--- src/rtl/rv_mul_seq_pkg.sv ---
// ============================================================================
// Module   : rv_mul_seq_pkg
// Desc     : funct3 codes, sequencer states and mode decode for rv_mul_seq
// Revision : 1.0 - initial release
// ============================================================================
`default_nettype none

package rv_mul_seq_pkg;

  localparam logic [2:0] MUL_MUL    = 3'b000;
  localparam logic [2:0] MUL_MULH   = 3'b001;
  localparam logic [2:0] MUL_MULHSU = 3'b010;
  localparam logic [2:0] MUL_MULHU  = 3'b011;

  typedef enum logic [1:0] {
    SEQ_IDLE = 2'd0,
    SEQ_CALC = 2'd1,
    SEQ_FIX  = 2'd2,
    SEQ_DONE = 2'd3
  } seq_state_e;

  typedef struct packed {
    logic hi;
    logic a_signed;
    logic b_signed;
  } mul_mode_t;

  // Unlisted funct3 codes fall back to plain MUL.
  function automatic mul_mode_t decode_mode(input logic [2:0] f);
    mul_mode_t m;
    m = '0;
    case (f)
      MUL_MULH:   m = '{hi: 1'b1, a_signed: 1'b1, b_signed: 1'b1};
      MUL_MULHSU: m = '{hi: 1'b1, a_signed: 1'b1, b_signed: 1'b0};
      MUL_MULHU:  m = '{hi: 1'b1, a_signed: 1'b0, b_signed: 1'b0};
      default:    m = '0;
    endcase
    return m;
  endfunction

endpackage

`default_nettype wire

--- src/rtl/rv_mul_seq_if.sv ---
// ============================================================================
// Module   : rv_mul_seq_if
// Desc     : request/response bundle between control FSM and multiply unit
// Revision : 1.0 - initial release
// ============================================================================
`default_nettype none

interface rv_mul_seq_if #(
  parameter int XLEN = 32
);
  logic            start;
  logic            flush;
  logic [2:0]      funct3;
  logic [XLEN-1:0] op_a;
  logic [XLEN-1:0] op_b;
  logic            busy;
  logic            done;
  logic [XLEN-1:0] result;

  modport master (
    output start, flush, funct3, op_a, op_b,
    input  busy, done, result
  );

  modport slave (
    input  start, flush, funct3, op_a, op_b,
    output busy, done, result
  );
endinterface

`default_nettype wire

--- src/rtl/rv_mul_pp.sv ---
// ============================================================================
// Module   : rv_mul_pp
// Desc     : DIGITxDIGIT unsigned partial product placed at digit offset k
// Revision : 1.0 - initial release
// ============================================================================
`default_nettype none

module rv_mul_pp #(
  parameter int XLEN  = 32,
  parameter int DIGIT = 8,
  parameter int KW    = 3
) (
  input  wire logic [DIGIT-1:0]  a_dig,
  input  wire logic [DIGIT-1:0]  b_dig,
  input  wire logic [KW-1:0]     k,
  output logic      [2*XLEN-1:0] pp
);

  logic [2*DIGIT-1:0] w_prod;

  assign w_prod = {{DIGIT{1'b0}}, a_dig} * {{DIGIT{1'b0}}, b_dig};
  assign pp     = (2*XLEN)'(w_prod) << (k * DIGIT);

endmodule

`default_nettype wire

--- src/rtl/rv_mul_seq.sv ---
// ============================================================================
// Module   : rv_mul_seq
// Desc     : digit-serial RV32M multiply unit (MUL/MULH/MULHSU/MULHU)
// Revision : 1.0 - initial release
// ============================================================================
`default_nettype none

module rv_mul_seq
  import rv_mul_seq_pkg::*;
#(
  parameter int XLEN  = 32,
  parameter int DIGIT = 8
) (
  input wire logic    clk,
  input wire logic    rst,
  rv_mul_seq_if.slave bus
);

  localparam int ND = XLEN / DIGIT;
  localparam int CW = (ND > 1) ? $clog2(ND) : 1;
  localparam int KW = CW + 1;
  localparam logic [CW-1:0] C_LAST = CW'(ND - 1);

  seq_state_e        r_state;
  seq_state_e        w_state_nxt;
  logic [XLEN-1:0]   r_a_mag;
  logic [XLEN-1:0]   r_b_mag;
  logic              r_neg;
  logic              r_hi;
  logic [CW-1:0]     r_i;
  logic [CW-1:0]     r_j;
  logic [2*XLEN-1:0] r_acc;
  logic [XLEN-1:0]   r_result;

  mul_mode_t         w_mode;
  logic              w_accept;
  logic              w_a_neg;
  logic              w_b_neg;
  logic [CW-1:0]     w_j_max;
  logic              w_last;
  logic [KW-1:0]     w_k;
  logic [DIGIT-1:0]  w_a_dig;
  logic [DIGIT-1:0]  w_b_dig;
  logic [2*XLEN-1:0] w_pp;
  logic [2*XLEN-1:0] w_fixed;

  assign w_mode   = decode_mode(bus.funct3);
  assign w_accept = (r_state == SEQ_IDLE) && bus.start && !bus.flush;
  assign w_a_neg  = w_mode.a_signed & bus.op_a[XLEN-1];
  assign w_b_neg  = w_mode.b_signed & bus.op_b[XLEN-1];

  // Low-word mode skips pairs with i+j >= ND: they only touch the discarded half.
  assign w_j_max = r_hi ? C_LAST : (C_LAST - r_i);
  assign w_last  = (r_i == C_LAST) && (r_j == w_j_max);
  assign w_k     = {1'b0, r_i} + {1'b0, r_j};
  assign w_a_dig = r_a_mag[r_i*DIGIT +: DIGIT];
  assign w_b_dig = r_b_mag[r_j*DIGIT +: DIGIT];
  assign w_fixed = r_neg ? -r_acc : r_acc;

  rv_mul_pp #(
    .XLEN  (XLEN),
    .DIGIT (DIGIT),
    .KW    (KW)
  ) u_pp (
    .a_dig (w_a_dig),
    .b_dig (w_b_dig),
    .k     (w_k),
    .pp    (w_pp)
  );

  always_ff @(posedge clk) begin
    if (rst) r_state <= SEQ_IDLE;
    else     r_state <= w_state_nxt;
  end

  always_comb begin
    w_state_nxt = r_state;
    case (r_state)
      SEQ_IDLE: if (w_accept) w_state_nxt = SEQ_CALC;
      SEQ_CALC: begin
        if (bus.flush)   w_state_nxt = SEQ_IDLE;
        else if (w_last) w_state_nxt = SEQ_FIX;
      end
      SEQ_FIX:  w_state_nxt = bus.flush ? SEQ_IDLE : SEQ_DONE;
      SEQ_DONE: w_state_nxt = SEQ_IDLE;
      default:  w_state_nxt = SEQ_IDLE;
    endcase
  end

  always_ff @(posedge clk) begin
    if (rst) begin
      r_a_mag  <= '0;
      r_b_mag  <= '0;
      r_neg    <= 1'b0;
      r_hi     <= 1'b0;
      r_i      <= '0;
      r_j      <= '0;
      r_acc    <= '0;
      r_result <= '0;
    end else begin
      case (r_state)
        SEQ_IDLE: begin
          if (w_accept) begin
            r_a_mag <= w_a_neg ? -bus.op_a : bus.op_a;
            r_b_mag <= w_b_neg ? -bus.op_b : bus.op_b;
            r_neg   <= w_a_neg ^ w_b_neg;
            r_hi    <= w_mode.hi;
            r_i     <= '0;
            r_j     <= '0;
            r_acc   <= '0;
          end
        end
        SEQ_CALC: begin
          if (!bus.flush) begin
            r_acc <= r_acc + w_pp;
            if (!w_last) begin
              if (r_j == w_j_max) begin
                r_i <= r_i + CW'(1);
                r_j <= '0;
              end else begin
                r_j <= r_j + CW'(1);
              end
            end
          end
        end
        SEQ_FIX: begin
          // Result is loaded here so it is already valid while done is high.
          if (!bus.flush) begin
            r_acc    <= w_fixed;
            r_result <= r_hi ? w_fixed[2*XLEN-1:XLEN] : w_fixed[XLEN-1:0];
          end
        end
        default: ;
      endcase
    end
  end

  assign bus.busy   = (r_state != SEQ_IDLE);
  assign bus.done   = (r_state == SEQ_DONE);
  assign bus.result = r_result;

endmodule

`default_nettype wire

--- src/flat_wrapper.sv ---
// flat-port wrapper written by rule: the top's interface ports become plain ports
module rv_mul_seq_flat import rv_mul_seq_pkg::*;
#(
  parameter int XLEN  = 32,
  parameter int DIGIT = 8
)
  (clk, rst, bus_start, bus_flush, bus_funct3, bus_op_a, bus_op_b, bus_busy, bus_done, bus_result);
  rv_mul_seq_if #(.XLEN(XLEN)) bus_i ();
  input wire logic clk;
  input wire logic rst;
  input wire logic [$bits(bus_i.start)-1:0] bus_start;
  input wire logic [$bits(bus_i.flush)-1:0] bus_flush;
  input wire logic [$bits(bus_i.funct3)-1:0] bus_funct3;
  input wire logic [$bits(bus_i.op_a)-1:0] bus_op_a;
  input wire logic [$bits(bus_i.op_b)-1:0] bus_op_b;
  output wire logic [$bits(bus_i.busy)-1:0] bus_busy;
  output wire logic [$bits(bus_i.done)-1:0] bus_done;
  output wire logic [$bits(bus_i.result)-1:0] bus_result;
  assign bus_i.start = bus_start;
  assign bus_i.flush = bus_flush;
  assign bus_i.funct3 = bus_funct3;
  assign bus_i.op_a = bus_op_a;
  assign bus_i.op_b = bus_op_b;
  assign bus_busy = bus_i.busy;
  assign bus_done = bus_i.done;
  assign bus_result = bus_i.result;
  rv_mul_seq #(.XLEN(XLEN), .DIGIT(DIGIT)) u_core (.clk(clk), .rst(rst), .bus(bus_i));
endmodule
--- config.mk ---
export PLATFORM = sky130hd
export DESIGN_NAME = rv_mul_seq_flat
export DESIGN_NICKNAME = d
export VERILOG_FILES = /design/src/rtl/rv_mul_seq_pkg.sv /design/src/rtl/rv_mul_seq_if.sv /design/src/rtl/rv_mul_pp.sv /design/src/rtl/rv_mul_seq.sv /design/src/flat_wrapper.sv
export SDC_FILE = /design/constraint.sdc
export NUM_CORES = 1
export LEC_CHECK = 0
export BUFFER_PORTS_ARGS = -buffer_cell sky130_fd_sc_hd__buf_2
export CAP_MARGIN = 0
export CORE_UTILIZATION = 50
export CTS_BUF_LIST = sky130_fd_sc_hd__clkbuf_2 sky130_fd_sc_hd__clkbuf_4 sky130_fd_sc_hd__clkbuf_8
export DETAILED_ROUTE_END_ITERATION = 8
export PLACE_DENSITY = 0.68
export SLEW_MARGIN = 10
export SYNTH_ARGS = -nofsm -noshare
export SYNTH_HDL_FRONTEND = slang
export SYNTH_SLANG_ARGS = --single-unit
--- constraint.sdc ---
create_clock -name clk -period 9 [get_ports clk]
set_clock_uncertainty 0.05 [all_clocks]
set_input_delay 2.7 -clock clk [delete_from_list [all_inputs] [get_ports clk]]
set_output_delay 2.7 -clock clk [all_outputs]
set_load 0.05 [all_outputs]
==> impl_results.md <==
* Status: completed
* TritonCTS Buffers at 17
* Fin cells at 2,660
* Total Die Area at 34,100 sq um
* Synth warn at 0
* Synth Cell Area at 16,700 sq um
* Total GRT Usage at 34.5%
* Floorplan row count at 66
* Fillers at 3,260
* #FFs+latches synth at 168
* Vias at 16.8k
* First-pass GRT wire length at 89,300 microns
* Vias in the first global route at 15.2k
* Cells after synthesis at 2,186
* CP Data Required Time at 9310 ps
* Setup TNS at 0 ps
* Worst Tran Pin Value at 1120 ps
* Largest net degree at the start of global routing at 121
* Routed Antenna Nets at 0
* Most frequent cell after synthesis: nor2_1
* Setup WS pre-CTS at 238 ps
* Primary FF master, synth: dfxtp_1
* Hpwl dp at 45,400 microns
* Final hold vios at 0
* Top post-synthesis cells by area: dfxtp_1 20%, ha_1 8.3%, a21oi_1 5.9%
* DRC Markers at 0
* Top cells by count, synth: 236 x nor2_1, 201 x nand2_1, 197 x a21oi_1
* Post-Place Cells at 2,625
* Post-synthesis sequential area ratio at 20.2%
* Congestion Overflow GR at 0
* Slew headroom at 25.3%
* Synth cell types at 86
* H-tree depth at 4
* Port Buf Inserts at 104
* Clock slew at reported path FFs at 110 ps
* Max-cap violations at 0
* Min Tclk post-route at 8530 ps
* Worst-case clock buffer depth at 2
* Yosys top cell area share at 20.2%
* Top Family by Delay on Critical Path: adder cells
* Slowest-stage cell, CP: dfxtp_1
* Syn_nets at 2,405
* VDD IR-drop max at 0.108 mV
* P&R area growth vs syn at 7.41%
* CP arrival at 8840 ps
* Clk_lat worst skew at 510 ps
* Post-synth top area cell: dfxtp_1
* Die W at 185 microns
* FFs w/ async S/R, synth at 0%
* WP buf/inv at 4
* Nets at 2,421
* Fmax at 117 MHz
* Setup crit end kind: flip-flop
* Post-synth EDFFs at 0
* Vias/cell at 6.33
* Hold WC Path Type: flip-flop to flip-flop
* Slew Limit Fails at 0
* Initial antenna violation count at 2
* Final Core Density at 54.7%
* Slowest Stage Delay on Critical Path at 700 ps
* Critical setup path kind: flip-flop to flip-flop
* CTS tree: done
* Initial DRC Count at 1,872
* Final Setup Violations at 0
* Initial Util at 51.0%
* Leak Pwr at 7.53 nW
* Power Density at 111 nW/um^2
* Root Driver: clkbuf_8
* Clock sinks at 168
* CORE AREA at 32,700 sq um
* Post-Route WL at 58,200 microns
* Syn_area_per_cell at 7.62 sq um
* RSZ-0062 raised after global routing: false
* Layout cells sized above 1 at 10.9%
* Die Y at 185 microns
* Detailed-route wire length per cell at 21.9 microns
* TritonRoute pass-1 iters at 6
* Final worst path period share at 94.8%
* I/O Pins at 105
* Worst-path maximum fanout at 14
* GP Congestion at 1.04
* Startpoint Class: flip-flop
* Slack of the critical path at 467 ps
-- layer usage --
metal  track usage, %  vias up  part of all wire [%]
met5                0        -                     0
met4             11.6        0                   2.9
met3             9.52       85                    11
met2             47.6      838                    40
met1             50.7     7957                    46
li1                 -     7964                     -
-- registers in the layout, summed over array words and instances (netlist names) --
register	count
u_core.r_acc	64
u_core.bus.result	32
u_core.r_a_mag	32
u_core.r_b_mag	32
u_core.r_i	2
u_core.r_j	2
u_core.r_state	2
u_core.r_hi	1
u_core.r_neg	1
-- metrics by stage --
stage | hold WS [ps] | cell area (sq um) | power [mW]
final | 407 | 17900 | 1.98
after global routing | 427 | 17900 | 2.07
after CTS | 413 | 17900 | 1.98
after detailed placement | 384 | 17400 | 1.36
after global placement | 382 | 17400 | 1.35
after floorplan | 379 | 16700 | 1.17
-- cell type report --
| cell class | instances | area (sq um) | share of cell area (%) |
|---|---|---|---|
| Timing Repair Buffer | 128 | 703 | 3.93 |
| Antenna cell | 3 | 7.51 | 0.0419 |
| Tap cell | 442 | 553 | 3.09 |
| Inverter | 89 | 334 | 1.87 |
| Sequential cell | 168 | 3370 | 18.8 |
| Clock buffer | 17 | 234 | 1.31 |
| Multi-Input combinational cell | 1798 | 12500 | 69.8 |
| Clock inverter | 15 | 203 | 1.13 |
-- final timing paths --
kind | from | to | slack [ps] | cells past startpoint
setup / recovery | u_core.r_i[1]$_SDFFE_PP0P_ | u_core.r_acc[55]$_SDFFE_PP0P_ | 470 | 31
hold / removal | u_core.bus.result[21]$_SDFFE_PP0P_ | u_core.bus.result[21]$_SDFFE_PP0P_ | 410 | 1
setup reg to reg | u_core.r_i[1]$_SDFFE_PP0P_ | u_core.r_acc[55]$_SDFFE_PP0P_ | 470 | 31
hold reg to reg | u_core.bus.result[21]$_SDFFE_PP0P_ | u_core.bus.result[21]$_SDFFE_PP0P_ | 410 | 1
-- kinds of logic after synthesis --
kind of cell / count (synthesis) / share of synthesized area, %
flip-flops: 168 / 20.2
adder cells (fa/ha/maj): 148 / 12.8
AO/OA/AOI/OAI: 655 / 26.3
buffers and inverters: 220 / 4.96
multiplexers: 24 / 2.65
AND/OR/NAND/NOR: 796 / 23.9
XOR/XNOR: 175 / 9.20
-- cells in the final DEF (no fill, tap or decap), types with 71 or more instances in the layout --
cell and count:
nor2_1 236, nand2_1 201, a21oi_1 195, dfxtp_1 164, o21ai_0 114, ha_1 110, buf_2 103, xor2_1 98
inv_1 89, xnor2_1 77, and2_1 71
-- power breakdown --
| group | internal (mW) | switching [mW] | leakage [nW] |
|---|---|---|---|
| logic | 0.179 | 0.375 | 5.95 |
| registers | 0.776 | 0.0301 | 1.37 |
| clock network | 0.286 | 0.338 | 0.216 |
-- what timing repair did --
item / in CTS / in global routing
hold buffers: 0 / 0
endpoints found under the setup margin: 0 / 25
setup buffers: 0 / 0
gates resized for setup: 0 / 5
Note: power is estimated with default switching activity, not from simulation.
